--- config.mk ---
export PLATFORM = sky130hd
export DESIGN_NAME = spi_slave_shift
export DESIGN_NICKNAME = d
export VERILOG_FILES = /design/src/rtl/spi_slave_shift.sv
export SDC_FILE = /design/constraint.sdc
export NUM_CORES = 1
export LEC_CHECK = 0
export ABC_AREA = 1
export CORE_MARGIN = 2
export CORE_UTILIZATION = 36
export CTS_BUF_LIST = sky130_fd_sc_hd__clkbuf_16
export DETAILED_ROUTE_END_ITERATION = 8
export PLACE_DENSITY_LB_ADDON = 0.08
export SETUP_SLACK_MARGIN = 0.5
export SLEW_MARGIN = 10
export SYNTH_ARGS = -nofsm -noshare
export SYNTH_HDL_FRONTEND = slang
export SYNTH_SLANG_ARGS = --single-unit
--- constraint.sdc ---
create_clock -name clk -period 8.8 [get_ports clk]
set_input_delay 1.76 -clock clk [delete_from_list [all_inputs] [get_ports clk]]
set_output_delay 1.76 -clock clk [all_outputs]
set_load 0.02 [all_outputs]
--- src/rtl/spi_slave_shift.sv ---
// rtl/spi_slave_shift.sv - full-duplex SPI slave shift engine, all CPOL/CPHA modes, frame error detect
module spi_slave_shift #(
   parameter int LENGTH      = 64,
   parameter bit CPOL        = 1'b0,
   parameter bit CPHA        = 1'b0,
   parameter int SYNC_STAGES = 2
) (
   input  logic              clk,
   input  logic              rst,
   input  logic              sck,
   input  logic              cs,
   input  logic              mosi,
   output logic              miso,
   output logic              miso_oe,
   input  logic [LENGTH-1:0] tx_data,
   output logic [LENGTH-1:0] rx_data,
   output logic              rx_valid,
   output logic              frame_err,
   output logic              busy
);

   localparam int CW = $clog2(LENGTH + 2);
   localparam logic [CW-1:0] CNT_FULL = CW'(LENGTH);
   localparam logic [CW-1:0] CNT_OVER = CW'(LENGTH + 1);
   localparam logic [CW-1:0] CNT_LAST = CW'(LENGTH - 1);

   logic [SYNC_STAGES-1:0] sck_sync;
   logic [SYNC_STAGES-1:0] cs_sync;
   logic [SYNC_STAGES-1:0] mosi_sync;
   logic                   sck_d;
   logic                   cs_d;

   logic [LENGTH-2:0]      tx_sr;
   logic [LENGTH-2:0]      rx_sr;
   logic [CW-1:0]          cnt;
   logic                   first_edge;

   logic                   sck_s;
   logic                   cs_s;
   logic                   mosi_s;
   logic                   sck_rise;
   logic                   sck_fall;
   logic                   lead_edge;
   logic                   trail_edge;
   logic                   sample_edge;
   logic                   shift_edge;
   logic                   cs_fall;
   logic                   cs_rise;
   logic [LENGTH-1:0]      rx_next;

   // Pin synchronisers plus one extra stage on sck/cs for edge detection.
   // cs is assumed low out of reset so a pin already low at release never
   // looks like a falling edge; a spurious rise is harmless while idle.
   always_ff @(posedge clk or posedge rst) begin
      if (rst) begin
         sck_sync  <= {SYNC_STAGES{CPOL}};
         cs_sync   <= '0;
         mosi_sync <= '0;
         sck_d     <= CPOL;
         cs_d      <= 1'b0;
      end else begin
         sck_sync  <= {sck_sync[SYNC_STAGES-2:0], sck};
         cs_sync   <= {cs_sync[SYNC_STAGES-2:0], cs};
         mosi_sync <= {mosi_sync[SYNC_STAGES-2:0], mosi};
         sck_d     <= sck_sync[SYNC_STAGES-1];
         cs_d      <= cs_sync[SYNC_STAGES-1];
      end
   end

   // Edge classification in terms of the configured SPI mode.
   always_comb begin
      sck_s       = sck_sync[SYNC_STAGES-1];
      cs_s        = cs_sync[SYNC_STAGES-1];
      mosi_s      = mosi_sync[SYNC_STAGES-1];
      sck_rise    = sck_s & ~sck_d;
      sck_fall    = ~sck_s & sck_d;
      lead_edge   = CPOL ? sck_fall : sck_rise;
      trail_edge  = CPOL ? sck_rise : sck_fall;
      sample_edge = CPHA ? trail_edge : lead_edge;
      shift_edge  = CPHA ? lead_edge : trail_edge;
      cs_fall     = ~cs_s & cs_d;
      cs_rise     = cs_s & ~cs_d;
      rx_next     = {rx_sr, mosi_s};
   end

   // Frame control, shift paths and status pulses; cs events take priority
   // over any sck edge landing in the same cycle.
   always_ff @(posedge clk or posedge rst) begin
      if (rst) begin
         tx_sr      <= '0;
         rx_sr      <= '0;
         cnt        <= '0;
         first_edge <= 1'b0;
         miso       <= 1'b0;
         miso_oe    <= 1'b0;
         busy       <= 1'b0;
         rx_data    <= '0;
         rx_valid   <= 1'b0;
         frame_err  <= 1'b0;
      end else begin
         rx_valid  <= 1'b0;
         frame_err <= 1'b0;
         if (cs_fall) begin
            tx_sr      <= tx_data[LENGTH-2:0];
            miso       <= tx_data[LENGTH-1];
            cnt        <= '0;
            first_edge <= 1'b1;
            busy       <= 1'b1;
            miso_oe    <= 1'b1;
         end else if (cs_rise) begin
            if (busy) begin
               busy      <= 1'b0;
               miso_oe   <= 1'b0;
               miso      <= 1'b0;
               frame_err <= (cnt != CNT_FULL);
            end
         end else if (busy && !cs_s) begin
            if (sample_edge) begin
               if (cnt < CNT_FULL) begin
                  rx_sr <= rx_next[LENGTH-2:0];
                  cnt   <= cnt + 1'b1;
                  if (cnt == CNT_LAST) begin
                     rx_data  <= rx_next;
                     rx_valid <= 1'b1;
                  end
               end else begin
                  cnt <= CNT_OVER;
               end
            end
            if (shift_edge) begin
               // In CPHA=1 the first leading edge only arms shifting so the MSB stays on the pin.
               if (CPHA && first_edge) begin
                  first_edge <= 1'b0;
               end else begin
                  miso  <= tx_sr[LENGTH-2];
                  tx_sr <= tx_sr << 1;
               end
            end
         end
      end
   end

endmodule

# [Word-level counts from Yosys, hierarchy flattened]
# Cells that the tools add are included.
[classes] n_addsub=1 n_lt_le_gt_ge=1 eq_ne=4 n_mux=27 n_bitwise=10 reduce_logical=15
[op_table] cell="63-bit 2-to-1 mux" count=4
[op_table] cell="7-bit 2-to-1 mux" count=5
[op_table] cell="1-bit 2-to-1 mux" count=18
[op_table] cell="2-bit nonzero test" count=5
[op_table] cell="3-bit AND reduction" count=3
[op_table] cell="7-bit by 1-bit adder with 7-bit output, second input constant" count=1
[op_table] cell="7-bit by 6-bit equality test with 1-bit output, second input constant" count=1
[op_table] cell="7-bit less-than comparator, second input constant" count=1
[op_table] cell="7-bit inequality test, second input constant" count=1
[op_table] cell="1-bit inverter" count=6
[op_table] cell="6-bit AND reduction" count=1
[op_table] cell="3-bit nonzero test" count=2
[op_table] cell="5-bit AND reduction" count=1
[op_table] cell="1-bit bitwise AND" count=4
[op_table] cell="3-bit inequality test, second input constant" count=1
[op_table] cell="2-bit inequality test, second input constant" count=1
[op_table] cell="2-bit AND reduction" count=1
[op_table] cell="1-bit logical AND" count=1
[op_table] cell="1-bit logical NOT" count=1
[word_totals] reg_bits=210 inputBits=69 output_inout_bits=69

# [Longest topological paths before layout]
[depth] depth_word=7 mapped_depth=10

# [Worst setup path before layout]
# Ideal clock, no wire load.
[synth_path] kind="register -> output" start="register busy" end="output port busy" arrival_ns=0.450 path_slack_ns=6.590 path_stages_with_launch=1 path_buffers=0 cell_sequence="dfrtp_1"
[synth_lines] element="start: declaration" line_no="19" text="output logic busy"
[synth_lines] element="start signal: assignment" line_no="96" text="busy <= 1'b0;"
[synth_lines] element="start signal: assignment" line_no="108" text="busy <= 1'b1;"
[synth_lines] element="start signal: assignment" line_no="112" text="busy <= 1'b0;"
# No word-level cell between the ends.

==> run metrics <==
CTS tree done; Lkg Pwr 0.00487 uW; Final Skew 0.00760 ns; DP Worst Slack 4.73 ns; largest net degree at the start of global routing 140; vias in the first global route 6075; initial antenna violation count 0; Routed WL per cell 11.7 um; final hold violations 0; first-pass iteration count of the detailed router 5; Mapped Avg Cell Area 8.87 sq um; commonest non-fill, non-tap cells in the layout nand2_1 (274), dfrtp_1 (210), o21ai_0 (192), inv_1 (147), clkdlybuf4s50_1 (137); outcome complete, no violations; Routed Antenna Nets 0; # fillers 2328; Post-CTS Resized 0; share of layout cells above drive strength 1 0.0476; first-pass GRT wire length 29.3 mm; pwr/cell area 208 nW/um^2; Synth Warn # 0; Worst-path clk slew 0.05 ns; Yosys reg bits 210; H-tree level count 1; crit path capture type async pin; pins over their slew limit 0; vias per cell 4.45; Post-Syn Instances 982; GRT Overall Usage 0.135; later-pin clock latency in the skew report 0.50 ns; I/O Buffers 137; hpwl dp 10.4 mm; Hold Crit Class register to register; CP Max Fanout 139; final worst slack 5.35 ns; RePlAce Congestion 0.743; RSZ-0062 raised after global routing false; CTS Root Cell clkbuf_16; total global routing overflow 0; maxcap violations 0; Die Y 160 um; WP data arrival 3.94 ns; met3 GRT Util 0.0289; post-route DRC violation count 0; non-filler cells, final 1433; RR Endpoint rx_data[44]; fin crit period 3.45 ns; met2 usage 0.200; Max transition margin 0.248; min-delay src sck_sync[0]; FP Rows 56; Hold Path Stages 0; Num CTS Buffers 24; Initial Util 0.369; sequential element share of the synthesized area 0.603; synthesized area 8710 sq um; reg2reg setup slack 5.49 ns; met1 usage 0.201; synthesized net count 1055; post-synth top area cell dfrtp_1; Top Usage Layer GRT met1; antenna cells 0; Critical Path Source Type primary input; area of the core 23600 sq um; leading cell type in the layout, fill and taps excluded nand2_1; Placed Instances 1389; P&R area growth vs syn 26.9%; Worst VDD drop 87.3 uV; Synth cell types 26; cts hold-fix bufs 0; Worst Reg-to-Reg Cells 9; final core occ 0.468; WL final 16.8 mm; Die Area 25500 sq um; Worst Hold Endpoint sck_sync[1]; share of the synthesized area in the top cell type 0.603; Hold WS 0.348 ns; CTS Sinks 210; clk buf depth 3; routed vias 6379; Crit Path Class primary input to async pin; worst reg2reg path startpoint cs_sync[1]; Crit path required time 9.30 ns; Peak Freq 290 MHz; 1st-iter DRT viols 467; die width 160 um; nets 1169; # IOs 138; Final setup viols 0; top cells by area, synth dfrtp_1 (60%), nand2_1 (12%), o21ai_0 (11%); buffer count from post-CTS setup fixing 0; fin crit share 0.392; worst-margin pin slew 1.13 ns; setup TNS 0 ns
-- report_power, final --
| part | total (uW) | switching [uW] | leakage [uW] | internal, uW |
|---|---|---|---|---|
| logic | 218 | 130 | 0.00165 | 87.8 |
| clock network | 1010 | 381 | 0.000420 | 630 |
| registers | 1070 | 26.0 | 0.00280 | 1040 |
| total | 2300 | 537 | 0.00487 | 1760 |
-- critical path: stages --
cell and delay [ns]:
clkdlybuf4s50_1 0.49, inv_8 0.64, buf_4 0.83
-- synthesized netlist by cell type --
cell and count:
nand2_2 1, inv_2 1, clkbuf_1 20, buf_2 17, o21ai_0 192, inv_1 144
nand4_1 5, xor2_1 1, nor3_2 2, ha_1 4, o21ai_2 5, o21a_1 1
o211ai_1 1, o21ai_1 60, nand3_1 9, nand2_1 274, a21oi_1 4, buf_4 8
nor2_1 10, clkinv_1 1, dfrtp_1 210, buf_6 8, a21boi_0 1, clkbuf_2 1
nor2_4 1, nor3_1 1
-- sequential cells by signal, indices dropped and copies added (netlist names) --
register,count
rx_data,64
rx_sr,63
tx_sr,63
cnt,7
cs_sync,2
mosi_sync,2
sck_sync,2
busy,1
cs_d,1
frame_err,1
miso,1
miso_oe,1
rx_valid,1
sck_d,1
-- layer usage --
layer / vias up / wire length, um
met5: - / 0
met2: 134 / 7040
met4: 0 / 276
met3: 24 / 868
met1: 2906 / 8570
li1: 3315 / -
-- per-stage QoR --
step | total power, uW | area [sq um]
3_3_place_gp | 1310 | 10200
6_report | 2300 | 11100
5_1_grt | 2420 | 11100
4_1_cts | 2350 | 11100
3_5_place_dp | 1310 | 10200
2_1_floorplan | 1230 | 8710
-- kinds of logic (layout without fill, tap and decap cells) --
logic type	after synthesis	in the layout	synth area share
AND/OR/NAND/NOR	303	303	0.136
AO/OA/AOI/OAI	264	264	0.155
flip-flops	210	210	0.603
buffers and inverters	200	332	0.0991
adder cells (fa/ha/maj)	4	4	0.00575
XOR/XNOR	1	1	0.00101
-- cell type report --
type	count	area (sq um)	share of cell area
Sequential cell	210	5260	0.475
Timing Repair Buffer	142	1410	0.127
Clock buffer	25	626	0.0566
Tap cell	319	399	0.0361
Clock inverter	19	189	0.0171
Multi-Input combinational cell	572	2620	0.237
Inverter	146	556	0.0502
-- worst max-delay path by stage --
stage	startpoint	endpoint	cells past startpoint
final	rst	tx_sr[4]	3
after global routing	cs_sync[1]	rx_data[41]	9
after CTS	rst	tx_sr[7]	3
after detailed placement	rst	tx_sr[20]	3
after global placement	rst	tx_sr[19]	3
after floorplan	rst	busy	1
No activity file was read; power rests on OpenSTA's default activity.
